`src/rtl/xc20xx_clbse_cfg_loader.sv`:
```
// Serial loader for XC20XX CLB storage-section configuration records.
// Preamble hunt, record count, 11-bit framed records, legality check, write strobe.
module xc20xx_clbse_cfg_loader #(
    parameter int unsigned NUM_CLB  = 64,
    parameter int unsigned ADDR_W   = 6,
    parameter int unsigned LEN_W    = 8,
    parameter logic [3:0]  PREAMBLE = 4'b0010
) (
    input  logic              CLK,
    input  logic              RST,
    input  logic              PROG,
    input  logic              DIN,
    input  logic              DIN_VALID,
    output logic              CFG_WE,
    output logic [ADDR_W-1:0] CFG_ADDR,
    output logic [8:0]        CFG_DATA,
    output logic              BUSY,
    output logic              DONE,
    output logic              ERR,
    output logic [1:0]        ERR_CODE
);

    localparam int unsigned LW_CW = $clog2(LEN_W + 1);
    localparam int unsigned CNT_W = (LW_CW > 4) ? LW_CW : 4;
    localparam logic [CNT_W-1:0] LEN_LAST = CNT_W'(LEN_W - 1);
    localparam logic [CNT_W-1:0] REC_LAST = CNT_W'(10);

    typedef enum logic [2:0] {
        S_IDLE,
        S_HUNT,
        S_LEN,
        S_REC,
        S_FIN,
        S_FAIL
    } state_t;

    state_t            state;
    logic [2:0]        hunt_sh;
    logic [1:0]        hunt_cnt;
    logic [LEN_W-2:0]  len_sh;
    logic [CNT_W-1:0]  cnt;
    logic [8:0]        rec_sh;
    logic [ADDR_W-1:0] idx;
    logic [ADDR_W-1:0] last_idx;

    logic [3:0]       hunt_win;
    logic [LEN_W-1:0] n_val;
    logic [31:0]      n_ext;
    logic             len_bad;
    logic             rec_bad;

    assign hunt_win = {hunt_sh, DIN};
    assign n_val    = {len_sh, DIN};
    assign n_ext    = 32'(n_val);
    assign len_bad  = (n_val == '0) || (n_ext > NUM_CLB);

    // A latch has no set/reset path, so both SMUX and RMUX must select GND.
    assign rec_bad = (&rec_sh[7:6]) | (&rec_sh[5:4]) |
                     (&rec_sh[3:2]) | (&rec_sh[1:0]) |
                     (rec_sh[8] & ((rec_sh[7:6] != 2'b10) |
                                   (rec_sh[1:0] != 2'b10)));

    always_ff @(posedge CLK) begin
        if (RST) begin
            state    <= S_IDLE;
            hunt_sh  <= '0;
            hunt_cnt <= '0;
            len_sh   <= '0;
            cnt      <= '0;
            rec_sh   <= '0;
            idx      <= '0;
            last_idx <= '0;
            CFG_WE   <= 1'b0;
            CFG_ADDR <= '0;
            CFG_DATA <= '0;
            BUSY     <= 1'b0;
            DONE     <= 1'b0;
            ERR      <= 1'b0;
            ERR_CODE <= 2'b00;
        end else begin
            CFG_WE <= 1'b0;
            if (PROG) begin
                state    <= S_HUNT;
                hunt_cnt <= '0;
                cnt      <= '0;
                idx      <= '0;
                CFG_ADDR <= '0;
                BUSY     <= 1'b1;
                DONE     <= 1'b0;
                ERR      <= 1'b0;
                ERR_CODE <= 2'b00;
            end else if (DIN_VALID) begin
                unique case (state)
                    S_HUNT: begin
                        hunt_sh <= hunt_win[2:0];
                        if (hunt_cnt != 2'd3)
                            hunt_cnt <= hunt_cnt + 2'd1;
                        // Only compare once four fresh bits are in the window.
                        if (hunt_cnt == 2'd3 && hunt_win == PREAMBLE) begin
                            state <= S_LEN;
                            cnt   <= '0;
                        end
                    end
                    S_LEN: begin
                        len_sh <= n_val[LEN_W-2:0];
                        cnt    <= cnt + 1'b1;
                        if (cnt == LEN_LAST) begin
                            cnt <= '0;
                            if (len_bad) begin
                                state    <= S_FAIL;
                                BUSY     <= 1'b0;
                                ERR      <= 1'b1;
                                ERR_CODE <= 2'b01;
                            end else begin
                                state    <= S_REC;
                                idx      <= '0;
                                last_idx <= ADDR_W'(n_ext - 32'd1);
                            end
                        end
                    end
                    S_REC: begin
                        cnt <= cnt + 1'b1;
                        if (cnt == '0) begin
                            if (DIN) begin
                                state    <= S_FAIL;
                                BUSY     <= 1'b0;
                                ERR      <= 1'b1;
                                ERR_CODE <= 2'b10;
                            end
                        end else if (cnt == REC_LAST) begin
                            cnt <= '0;
                            if (!DIN) begin
                                state    <= S_FAIL;
                                BUSY     <= 1'b0;
                                ERR      <= 1'b1;
                                ERR_CODE <= 2'b10;
                            end else if (rec_bad) begin
                                state    <= S_FAIL;
                                BUSY     <= 1'b0;
                                ERR      <= 1'b1;
                                ERR_CODE <= 2'b11;
                            end else begin
                                CFG_WE   <= 1'b1;
                                CFG_DATA <= rec_sh;
                                CFG_ADDR <= idx;
                                idx      <= idx + 1'b1;
                                if (idx == last_idx) begin
                                    state <= S_FIN;
                                    BUSY  <= 1'b0;
                                    DONE  <= 1'b1;
                                end
                            end
                        end else begin
                            rec_sh <= {rec_sh[7:0], DIN};
                        end
                    end
                    default: begin
                    end
                endcase
            end
        end
    end

endmodule

```
`config.mk`:
```
export PLATFORM = sky130hd
export DESIGN_NAME = xc20xx_clbse_cfg_loader
export DESIGN_NICKNAME = d
export VERILOG_FILES = /design/src/rtl/xc20xx_clbse_cfg_loader.sv
export SDC_FILE = /design/constraint.sdc
export NUM_CORES = 1
export LEC_CHECK = 0
export ABC_AREA = 1
export CORE_MARGIN = 2
export CORE_UTILIZATION = 46
export CTS_BUF_LIST = sky130_fd_sc_hd__clkbuf_2
export DETAILED_ROUTE_END_ITERATION = 10
export HOLD_SLACK_MARGIN = 0.12
export PLACE_DENSITY = 0.66
export SYNTH_ARGS = -nofsm -noshare
export SYNTH_HDL_FRONTEND = slang
export SYNTH_SLANG_ARGS = --single-unit
```
`constraint.sdc`:
```
create_clock -name CLK -period 1.8 [get_ports CLK]
set_clock_uncertainty 0.05 [all_clocks]
set_input_delay 0.27 -clock CLK [delete_from_list [all_inputs] [get_ports CLK]]
set_output_delay 0.27 -clock CLK [all_outputs]
set_load 0.02 [all_outputs]
```
==> results.json <==
{
  "area_delta_synth_final_pct": 23.6,
  "grt-ovfl-total": 0,
  "multi_input_area_um2": 1530,
  "cts_tree": "yes",
  "drv_slew": 0,
  "max_stage_delay_ns": 0.36,
  "power_frac_comb": 0.053,
  "pwr-share-clk": 0.374,
  "grt_start_max_net_pins": 36,
  "syn_inst": 416,
  "clk_latency_ns": 0.53,
  "cts.sinks": 61,
  "hp-class": "primary input to flop",
  "clockBufferDepth": 2,
  "drc_errors": 0,
  "fin_nets": 483,
  "place.gp.congestion": 0.896,
  "p_int_mw": 1.73,
  "cts-buffers-inserted": 9,
  "drt-pass1-iter-count": 4,
  "cap_violations": 0,
  "r2r_end": "idx[3]$_SDFFE_PP0P_",
  "worst_pin_slew_ns": 0.337,
  "power.switching_mw": 0.653,
  "yosysTopAreaCellShare": 0.413,
  "num_io_pins": 26,
  "fmax_ghz": 0.595,
  "antenna_found_initial": 0,
  "register_area_um2": 1220,
  "drtAntennaViolNets": 0,
  "track_usage": 0.202,
  "critical_path_class": "flop to flop",
  "period_minus_slack_ns": 1.68,
  "yosysWarnings": 0,
  "hpwl_um": 4930,
  "core_area_um2": 6280,
  "first_iter_violations": 149,
  "p_sw_frac": 0.274,
  "endpoint_kind": "flop",
  "drive_gt1_frac": 0.178,
  "hold_slack_ns": 0.321,
  "viasPerCell": 5.04,
  "rsz0062_at_grt": "true",
  "synth_cell_types": 31,
  "core.rowCount": 29,
  "hold_path_end": "BUSY$_SDFFE_PP0P_",
  "grt_pass1_vias": 2566,
  "mappedNetlistArea_um2": 2960,
  "synth.largest_area_cell": "dfxtp_1",
  "die_y_um": 84.2,
  "clkTransAtPathRegs_ns": 0.20,
  "fill_cells": 628,
  "ir_drop_v": 0.000497,
  "syn_nets": 427,
  "wirelength_um": 6810,
  "holdPathStages": 2,
  "worstPathRequired_ns": 2.24,
  "cp.arrival_ns": 2.12,
  "ys_seq_elements": 61,
  "path_cells": "inv_1, ha_2, nand2_1, inv_1, nand4_1, nand2_2, o21ai_1, buf_4, a21oi_1, nand2_1, nor2_1",
  "fin_crit_sh": 0.933,
  "slew_headroom": 0.774,
  "portBuffers": 25,
  "min_from": "RST",
  "grt_pass1_wl_um": 11500,
  "cts-root-buf": "clkbuf_2",
  "leakage_nw": 1.70,
  "startpoint_type": "flop",
  "cts-htree-levels": 3,
  "initial_utilization": 0.471,
  "setup-violations-final": 0,
  "synth.area.top_cells": "dfxtp_1, nand2_1, nor2_1, a21oi_1, inv_1",
  "cpMaxStageDelayCell": "dfxtp_2",
  "wl_per_cell_um": 12.3,
  "setup-tns-final_ns": 0,
  "pwr-share-seq": 0.572,
  "r2r_start": "len_sh[0]$_SDFFE_PP0P_",
  "r2r_cells": 11,
  "ff2ff_setup_slack_ns": 0.12,
  "die_w_um": 84.2,
  "antenna_cells": 0,
  "via_count": 2794,
  "path_max_fanout": 3,
  "die_area_um2": 7090,
  "yosysSeqAreaShare": 0.413,
  "ctsHoldBuffers": 0,
  "outcome": "finished, final reports clean",
  "finalHoldViolCount": 0,
  "power.density_nw_per_um2": 653,
  "synth_area_per_cell_um2": 7.11
}
[Yosys cell counts]
master	instances
nor3b_1	1
nor4_1	1
nand2_1	72
buf_6	1
ha_1	6
a21oi_1	40
nor2_4	2
nand2_2	4
inv_1	52
clkbuf_1	2
nor2_1	67
nor2_2	2
buf_4	1
a211oi_2	2
buf_2	2
nand4_1	8
o31ai_1	1
a211oi_1	5
xor2_1	6
nand2_4	3
a31oi_1	1
o21ai_1	2
nand4_2	1
nor2_8	2
dfxtp_1	61
inv_2	7
buf_1	2
nor3_1	2
o21ai_0	37
nand3_1	20
nand3_2	3
[how the worst max path moves through the flow]
stage | startpoint | end
floorplan | cnt[0]$_SDFFE_PP0P_ | CFG_ADDR[0]$_SDFFE_PP0P_
global placement | DIN | idx[2]$_SDFFE_PP0P_
detailed placement | DIN | idx[3]$_SDFFE_PP0P_
CTS | CFG_WE$_SDFF_PP0_ | CFG_WE
global route | cnt[1]$_SDFFE_PP0P_ | ERR_CODE[0]$_SDFFE_PP0P_
finish | len_sh[0]$_SDFFE_PP0P_ | idx[3]$_SDFFE_PP0P_
[cells in the final DEF (no fill, tap or decap), drive strengths merged, types with 7 or more instances in the layout]
cell / n
a211oi: 7
a21oi: 40
buf: 28
clkbuf: 9
dfxtp: 61
dlygate4sd2: 20
inv: 60
nand2: 79
nand3: 23
nand4: 9
nor2: 73
o21ai: 39
[critical path, delay by kind of cell, from the launching register on]
kind | cells | cell delay [ns]
buffers and inverters | 3 | 0.29
DFF | 1 | 0.36
and+or+nand+nor | 5 | 0.53
adders and majority gates | 1 | 0.18
AOI/OAI and AO/OA | 2 | 0.25
[layout make-up]
type,count,area share
clock buffers,9,0.0123
repair buffers,53,0.127
inverters,59,0.0613
flip-flops and latches,61,0.335
well taps,77,0.0264
clock inverters,7,0.0205
multi-input cells,288,0.418
[layer usage]
layer / wire length (um) / track usage
met3: 251 / 0.0501
met5: 0 / 0
met4: 124 / 0.0836
met1: 3280 / 0.261
met2: 3160 / 0.323
[flip-flops by register name, summed over array words and instances (netlist names)]
name      count
CFG_WE        1
ERR           1
len_sh        7
hunt_sh       3
BUSY          1
rec_sh        9
last_idx      6
CFG_DATA      9
cnt           4
DONE          1
CFG_ADDR      6
ERR_CODE      2
idx           6
hunt_cnt      2
state         3
[per-stage QoR]
| stage | power [mW] | std cells | cell area (um^2) | util | setup WS [ns] |
|---|---|---|---|---|---|
| floorplan | 1.46 | 416 | 2960 | - | 0.225 |
| global placement | 1.52 | 538 | 3500 | 0.557 | -0.257 |
| detailed placement | 1.52 | 538 | 3500 | 0.557 | -0.327 |
| CTS | 2.41 | 554 | 3590 | 0.573 | 0.00162 |
| global route | 2.47 | 554 | 3660 | 0.582 | -0.0220 |
| finish | 2.39 | 554 | 3660 | 0.582 | 0.121 |
[cells by family (layout without fill, tap and decap cells)]
kind of cell	after synthesis	count (layout)	share of synthesized area
DFF	61	61	0.413
and+or+nand+nor	188	188	0.295
AOI/OAI and AO/OA	88	88	0.159
adders and majority gates	6	6	0.0254
buffers and inverters	67	128	0.0897
xor gates and xnor gates	6	6	0.0178
[power by group through the flow]
stage                     Combinational [mW]  Clock (mW)  Sequential, mW
after global placement                 0.123           0            1.39
after global routing                   0.143       0.960            1.37
after CTS                              0.125       0.915            1.37
after detailed placement               0.125           0            1.39
after floorplan                       0.0673           0            1.39
final                                  0.128       0.893            1.37
[repair_timing]
action	4_1_cts	5_1_grt
setup buffers	0	0
setup endpoints to repair	21	34
resized for setup	22	20
pin swaps	0	3
No activity file was read; power rests on OpenSTA's default activity.
